## config.mk

```make
export PLATFORM = sky130hd
export DESIGN_NAME = ultrasonic_scheduler
export DESIGN_NICKNAME = d
export VERILOG_FILES = /design/src/rtl/ultrasonic_scheduler.sv
export SDC_FILE = /design/constraint.sdc
export NUM_CORES = 1
export LEC_CHECK = 0
export BUFFER_PORTS_ARGS = -buffer_cell sky130_fd_sc_hd__buf_2
export CAP_MARGIN = 5
export CORE_UTILIZATION = 50
export CTS_CLUSTER_SIZE = 10
export DETAILED_ROUTE_END_ITERATION = 10
export GPL_ROUTABILITY_DRIVEN = 1
export HOLD_SLACK_MARGIN = 0.1
export PLACE_DENSITY = 0.72
export SLEW_MARGIN = 20
export SYNTH_ARGS = -nofsm -noshare
export SYNTH_HDL_FRONTEND = slang
export SYNTH_SLANG_ARGS = --single-unit
export TNS_END_PERCENT = 5
```

## constraint.sdc

```tcl
create_clock -name clk -period 5.2 [get_ports clk]
set_clock_uncertainty 0.05 [all_clocks]
set_input_delay 0.52 -clock clk [delete_from_list [all_inputs] [get_ports clk]]
set_output_delay 0.52 -clock clk [all_outputs]
set_load 0.05 [all_outputs]
```

## src/rtl/ultrasonic_scheduler.sv

```systemverilog
// Round-robin trigger scheduler for three ultrasonic sensor controllers with
// per-sensor timeout, fail-safe obstacle latching and a one-shot front-sensor priority slot.
module ultrasonic_scheduler #(
    parameter int GAP_CYCLES     = 3_000_000,
    parameter int TIMEOUT_CYCLES = 5_000_000
) (
    input  logic       clk,
    input  logic       reset,
    input  logic       enable,
    input  logic       priority_req,
    output logic [2:0] start_us,
    input  logic [2:0] us_valid,
    input  logic [8:0] obst_in,
    output logic [8:0] obst_out,
    output logic [2:0] obst_fresh,
    output logic [2:0] timeout_flag,
    output logic       busy,
    output logic       scan_done
);

    localparam int MAX_CYCLES = (GAP_CYCLES > TIMEOUT_CYCLES) ? GAP_CYCLES : TIMEOUT_CYCLES;
    localparam int TW = $clog2(MAX_CYCLES) + 1;
    localparam logic [TW-1:0] TIMEOUT_LAST = TW'(TIMEOUT_CYCLES - 1);
    localparam logic [TW-1:0] GAP_LAST     = TW'(GAP_CYCLES - 1);

    typedef enum logic [1:0] {IDLE, START, WAIT, GAP} state_t;

    state_t        state_reg;
    logic [1:0]    sel_reg;
    logic [1:0]    resume_reg;
    logic          pending_reg;
    logic          prio_active_reg;
    logic [TW-1:0] timer_reg;

    logic [2:0] sel_hot;
    logic       sel_valid;
    logic [2:0] obst_slice;
    logic [1:0] rr_next;
    logic [1:0] sel_next;
    logic [1:0] resume_next;
    logic       prio_next;

    function automatic logic [2:0] onehot(input logic [1:0] s);
        onehot = 3'b001 << s;
    endfunction

    generate
        for (genvar gi = 0; gi < 3; gi++) begin : g_sel
            assign sel_hot[gi] = (sel_reg == 2'(gi));
        end
    endgenerate

    // Only the currently selected sensor may complete a measurement.
    assign sel_valid  = |(us_valid & sel_hot);
    assign obst_slice = obst_in[3*sel_reg +: 3];

    // A priority slot jumps to sensor 0 and remembers where the rotation left off;
    // back-to-back priority slots keep the original resume point.
    always_comb begin
        rr_next     = (sel_reg == 2'd2) ? 2'd0 : sel_reg + 2'd1;
        sel_next    = rr_next;
        resume_next = resume_reg;
        prio_next   = 1'b0;
        if (pending_reg) begin
            sel_next  = 2'd0;
            prio_next = 1'b1;
            if (!prio_active_reg) begin
                resume_next = rr_next;
            end
        end else if (prio_active_reg) begin
            sel_next = resume_reg;
        end
    end

    always_ff @(posedge clk) begin
        if (reset) begin
            state_reg       <= IDLE;
            sel_reg         <= 2'd0;
            resume_reg      <= 2'd0;
            pending_reg     <= 1'b0;
            prio_active_reg <= 1'b0;
            timer_reg       <= '0;
            start_us        <= 3'b000;
            obst_fresh      <= 3'b000;
            scan_done       <= 1'b0;
            busy            <= 1'b0;
            timeout_flag    <= 3'b000;
            obst_out        <= 9'h1FF;
        end else begin
            start_us   <= 3'b000;
            obst_fresh <= 3'b000;
            scan_done  <= 1'b0;
            if (priority_req) begin
                pending_reg <= 1'b1;
            end
            case (state_reg)
                IDLE: begin
                    if (enable) begin
                        state_reg <= START;
                        busy      <= 1'b1;
                        start_us  <= sel_hot;
                    end
                end
                START: begin
                    timer_reg <= '0;
                    state_reg <= WAIT;
                end
                WAIT: begin
                    if (sel_valid) begin
                        obst_out[3*sel_reg +: 3] <= obst_slice;
                        obst_fresh   <= sel_hot;
                        timeout_flag <= timeout_flag & ~sel_hot;
                        scan_done    <= (sel_reg == 2'd2);
                        timer_reg    <= '0;
                        state_reg    <= GAP;
                    end else if (timer_reg == TIMEOUT_LAST) begin
                        // No answer: assume an obstacle so the consumer stays safe.
                        obst_out[3*sel_reg +: 3] <= 3'b111;
                        timeout_flag <= timeout_flag | sel_hot;
                        scan_done    <= (sel_reg == 2'd2);
                        timer_reg    <= '0;
                        state_reg    <= GAP;
                    end else begin
                        timer_reg <= timer_reg + 1'b1;
                    end
                end
                GAP: begin
                    if (timer_reg == GAP_LAST) begin
                        sel_reg         <= sel_next;
                        resume_reg      <= resume_next;
                        prio_active_reg <= prio_next;
                        timer_reg       <= '0;
                        if (pending_reg) begin
                            pending_reg <= priority_req;
                        end
                        if (enable) begin
                            state_reg <= START;
                            start_us  <= onehot(sel_next);
                        end else begin
                            state_reg <= IDLE;
                            busy      <= 1'b0;
                        end
                    end else begin
                        timer_reg <= timer_reg + 1'b1;
                    end
                end
                default: begin
                    state_reg <= IDLE;
                    busy      <= 1'b0;
                end
            endcase
        end
    end

endmodule

```

# Yosys cells after proc, flatten, opt, wreduce, memory -nomap -nowiden
# Cells that the tools add are included.
# W data, S select, Z words.
[totals] out_inout_bits=20 inputBits=16 ff_bits=52
[classes] n_bitwise=6 n_eq_ne=11 n_mul=1 muxes=34 n_shift=5 reduce_logical=13 n_addsub=3
[op_table] cell="$mux W24" count=3
[op_table] cell="$pmux W24 S3" count=1
[op_table] cell="$neg A4 Y34" count=1
[op_table] cell="$shift A3 B34 Y9 const A" count=1
[op_table] cell="$shiftx A3 B34 Y9" count=1
[op_table] cell="$shiftx A3 B34 Y9 const A" count=1
[op_table] cell="$add A24 B1 Y24 const B" count=1
[op_table] cell="$eq A24 B22 Y1 const B" count=1
[op_table] cell="$eq A24 B23 Y1 const B" count=1
[op_table] cell="$bwmux W9" count=2
[op_table] cell="$mux W9" count=2
[op_table] cell="$mux W3" count=5
[op_table] cell="$mux W2" count=7
[op_table] cell="$mux W1" count=11
[op_table] cell="$shiftx A9 B5 Y3" count=1
[op_table] cell="$pmux W2 S4" count=1
[op_table] cell="$and A3 B3 Y3" count=2
[op_table] cell="$eq A2 B2 Y1 const B" count=3
[op_table] cell="$ne A2 B2 Y1 const B" count=3
[op_table] cell="$pmux W3 S2" count=1
[op_table] cell="$reduce_and A3 Y1" count=2
[op_table] cell="$reduce_or A3 Y1" count=2
[op_table] cell="$eq A2 B1 Y1 const B" count=2
[op_table] cell="$logic_not A2 Y1" count=2
[op_table] cell="13 further kinds" count=16

# Longest topological paths before layout
[depth] depth_word=8 mapped_depth=11 depth_no_buf=8

# Worst setup path before layout
# OpenSTA, ideal clock, no wires.
[synth_path] path_type="register to register" from="register sel_reg[0]" to="register timer_reg[21]" slack_ns=2.558 t_required_ns=5.066 period_less_slack_ns=2.642 stages_incl_launch_ff=12 arrival_time_ns=2.508 n_path_buf=3 setup_time_ns=0.084 path_cell_list="dfxtp_1 > clkbuf_1 > inv_1 > ha_1 > a222oi_1 > and2_1 > o21ai_2 > and2_4 > or3_1 > buf_6 > buf_8 > o31ai_2"
[synth_via] elab_chain_cells=5 elab_cells_between_ends=7 classes_between="eq/ne (2); mux (2); bitwise (1); reduce/logical (2)"
[synth_rtl] element="start, declared" line="29" rtl="logic [1:0] sel_reg;"
[synth_rtl] element="start signal, assigned" line="129" rtl="sel_reg <= sel_next;"
[synth_rtl] element="$logic_not A2 Y1" line="49" rtl="assign sel_hot[gi] = (sel_reg == 2'(gi));"
[synth_rtl] element="via sel_hot[0]" line="35" rtl="logic [2:0] sel_hot;"
[synth_rtl] element="$and A3 B3 Y3" line="54" rtl="assign sel_valid = |(us_valid & sel_hot);"
[synth_rtl] element="$reduce_or A3 Y1" line="54"
[synth_rtl] element="$mux W24" line="109" rtl="if (sel_valid) begin"
[synth_rtl] element="$pmux W24 S3" line="96" rtl="case (state_reg)"
[synth_rtl] element="end signal, assigned" line="124" rtl="timer_reg <= timer_reg + 1'b1;"
[synth_rtl] element="end signal, assigned" line="144" rtl="timer_reg <= timer_reg + 1'b1;"
[synth_rtl] element="end, declared" line="33" rtl="logic [TW-1:0] timer_reg;"
# The timed path passes the listed nets, and every way through them passes these cells.
# A chain may end at the register's enable or synchronous reset.

# Worst setup path after layout
[layout_path] from="register sel_reg[0]" to="register timer_reg[5]"
# The elaborated chain is that of the path after synthesis.

==> results.md <==
- Outcome: complete, no violations
- Dominant cell by count in the synthesized netlist: sky130_fd_sc_hd__dfxtp_1
- Global-route congestion overflow total: 0
- Main flop type after synthesis: sky130_fd_sc_hd__dfxtp_1
- Effective utilization at floorplan: about half
- Cells traversed along the worst timing path: inv_1 -> ha_1 -> a222oi_1 -> and2_1 -> o21ai_2 -> and2_4 -> or3_1 -> o311ai_0
- Number of antenna violations at the first check in global routing: 0
- Cell area after placement: 3050 µm²
- Area of the die: 6070 µm²
- Via count of the first global-routing pass: between 2000 and 2500
- Hold wc startpoint: priority_req
- Die height: 77.9 µm
- Port Buffer Count: 35
- Die Span X: around 78 µm
- Transition time at the pin with the least slew margin: approximately 1.0 ns
- Post-synth top area share: 36.2%
- Area of the core region: 5540 µm²
- Post-layout net count: 387
- Depth of the worst register-to-register path: 8
- CTS tree: built
- Maximum root-to-sink buffer count: 2
- Critical path peak fanout: 17
- Crit path capture: timer_reg[5]$_SDFFE_PP0P_
- Number of flops mapped to enable cells by yosys: 0
- Root buffer selected by CTS: sky130_fd_sc_hd__clkbuf_8
- Endpoints failing setup: 0
- Worst setup path startpoint: sel_reg[0]$_SDFFE_PP0P_
- Length of the first detailed-routing pass in iterations: 4
- CP Data Required Time: 5.34 ns
- Area overhead of the layout relative to synthesis: 9.26%
- Cells taking the most area after synthesis: sky130_fd_sc_hd__dfxtp_1 36%, sky130_fd_sc_hd__ha_1 4.8%, sky130_fd_sc_hd__o31ai_2 4.3%, sky130_fd_sc_hd__a21oi_1 3.8%, sky130_fd_sc_hd__mux2i_1 3.8%
- Post-DP HPWL: 4520 µm
- Power density cells: slightly below 300 nW/µm²
- Arr. time, crit path: 3.35 ns
- Count of pins over their slew limit: 0
- Avg Synthesized Cell Area: ~8.6 µm²
- Clock transition at the registers of the reported paths: 0.09 ns
- Clock buffers created by TritonCTS: 5
- Worst vdd rail ir drop: 0.193 mV
- Final standard cell utilization of the core: 56.8%
- Fraction of layout instances using a drive strength above 1: 18.0%
- Via count: about 2600
- Fin area: between 3000 and 4000 µm²
- Reg-to-reg setup timing slack: 1.99 ns
- Total GRT Usage: 21.7%
- Largest stage delay on the critical path: 0.65 ns
- Cts hold-fix bufs: 0
- RD Place Congestion: 0.796
- Synthesis-stage register bit count: 52
- Routed length per instance: 14.8 µm
- Total negative slack: 0 ns
- Fraction of synthesis flops using an asynchronous set or reset pin: 0%
- Number of library cell types mapped by synthesis: 59
- Most numerous cell types in the synthesized netlist: 52 x sky130_fd_sc_hd__dfxtp_1, 29 x sky130_fd_sc_hd__nor2_1, 26 x sky130_fd_sc_hd__nand2_1
- Cell taking the most area after synthesis: sky130_fd_sc_hd__dfxtp_1
- Flip-flop count of the largest register after layout: 24
- Boundary pin count: 36
- Warnings, synthesis: 0
- Area of the mapped netlist: 2880 µm²
- Static leakage: 0.00113 µW
- Tightest slew margin relative to the limit: between 30% and 40%
- ANT nets after route: 0
- Mapped Cells: 335
- Sort of element at the start of the critical path: register
- Number of violations of the max-capacitance limit: 0
- Number of diodes: 0
- RSZ-0062 raised after global routing: no
- Site row count: 27
- Sinks on the clock net: between 50 and 60
- Share of the clock period used by the worst path: 61.7%
- H-tree depth: 2
- Final critical-path required period: roughly 3.2 ns
- Via-to-Cell Ratio: 5.98
- Slowest cell on the critical path: sky130_fd_sc_hd__or3_1
- Number of cells upsized or downsized after cts: 0
- Highest clock frequency the design can meet: 0.312 GHz
- Crit end category: register
- Hold violation total from the final report: 0
- Capturing point of the worst reg2reg path: timer_reg[5]$_SDFFE_PP0P_
- Largest net degree at the start of global routing: 48
- Drc violations: 0
- Post-Route WL: 6400 µm
- Beginning of the worst register-to-register path: sel_reg[0]$_SDFFE_PP0P_
- Wire length of the first global-routing pass: ~11000 µm
- Path class of the lowest-slack min-delay path: in -> reg
- Crit path kind: reg -> reg
- Number of DRC markers after the initial detailed-route iteration: about 180
- Clock Latency Late Sink: approximately 0.31 ns
- Sequential fraction of the synthesis area: 36.2%
- # Post-CTS Setup Buffers: 0
- Synthesized net count: 362
## worst min-delay path by stage
stage,slack [ns],endpoint,cells after the start
after floorplan,0.41,resume_reg[1]$_SDFFE_PP0P_,2
after global placement,0.44,resume_reg[1]$_SDFFE_PP0P_,2
after detailed placement,0.44,timer_reg[1]$_SDFFE_PP0P_,2
after CTS,0.37,pending_reg$_SDFF_PP0_,3
after global routing,0.40,pending_reg$_SDFF_PP0_,3
final,0.38,pending_reg$_SDFF_PP0_,3
## placed cells by master, fill, tap and decap left out, types with 3 or more instances in the layout
cell,instances
sky130_fd_sc_hd__dfxtp_1,52
sky130_fd_sc_hd__buf_2,35
sky130_fd_sc_hd__nor2_1,29
sky130_fd_sc_hd__nand2_1,26
sky130_fd_sc_hd__a21oi_1,22
sky130_fd_sc_hd__nand3_1,15
sky130_fd_sc_hd__and2_1,14
sky130_fd_sc_hd__nor3_1,13
sky130_fd_sc_hd__o21ai_0,13
sky130_fd_sc_hd__a31oi_1,12
sky130_fd_sc_hd__mux2i_1,11
sky130_fd_sc_hd__ha_1,11
sky130_fd_sc_hd__inv_1,10
sky130_fd_sc_hd__o31ai_2,10
sky130_fd_sc_hd__and3_1,6
sky130_fd_sc_hd__clkbuf_8,6
sky130_fd_sc_hd__nand4_1,5
sky130_fd_sc_hd__a211oi_1,5
sky130_fd_sc_hd__nand4b_1,4
sky130_fd_sc_hd__nand2b_1,4
sky130_fd_sc_hd__a22oi_1,4
sky130_fd_sc_hd__or4_1,3
sky130_fd_sc_hd__o211ai_1,3
sky130_fd_sc_hd__a311oi_1,3
sky130_fd_sc_hd__o41ai_1,3
sky130_fd_sc_hd__o31ai_1,3
## through the flow
| stage | hold slack [ns] | power, µW | setup WS (ns) | std cells |
|---|---|---|---|---|
| 2_1_floorplan | 0.413 | 626 | 2.56 | 335 |
| 3_3_place_gp | 0.436 | 679 | 2.14 | 425 |
| 3_5_place_dp | 0.445 | 680 | 2.02 | 425 |
| 4_1_cts | 0.373 | 919 | 1.98 | 433 |
| 5_1_grt | 0.396 | 965 | 1.74 | 433 |
| 6_report | 0.375 | 914 | 1.99 | 433 |
## logic make-up after synthesis
group	after synthesis	synth area share [%]
AND/OR/NAND/NOR	140	26.8
AO/OA/AOI/OAI	94	23.9
flip-flops	52	36.2
buffers and inverters	27	4.52
multiplexers	11	3.82
adder cells (fa/ha/maj)	11	4.78
## layout make-up
type                            count  area, µm²
Clock buffer                        7       86.3
Clock inverter                      1       7.51
Fill cell                         516       2390
Inverter                           10       37.5
Multi-Input combinational cell    256       1710
Sequential cell                    52       1040
Tap cell                           72       90.1
Timing Repair Buffer               35        175
## critical path, delay by kind of cell, from the launching register on
kind	cells	cell delay, ns
buf+inv	1	0.19
compound gates	3	0.90
fa+ha+maj	1	0.38
simple gates	3	1.01
flops	1	0.57
## routing by layer
| layer | share of wire, % | vias to the layer above | GRT usage [%] |
|---|---|---|---|
| met3 | 4.3 | 8 | 3.65 |
| met4 | 1.2 | 0 | 6.98 |
| met2 | 46 | 56 | 35.3 |
| met5 | 0 | - | 0 |
| li1 | - | 1302 | - |
| met1 | 48 | 1225 | 29.1 |
## power by group
| group | internal (µW) | leakage, µW | switching (µW) |
|---|---|---|---|
| clock network | 108 | 0.0000445 | 133 |
| registers | 416 | 0.000420 | 15.0 |
| logic | 69.6 | 0.000670 | 173 |
No activity file was read; power rests on OpenSTA's default activity.
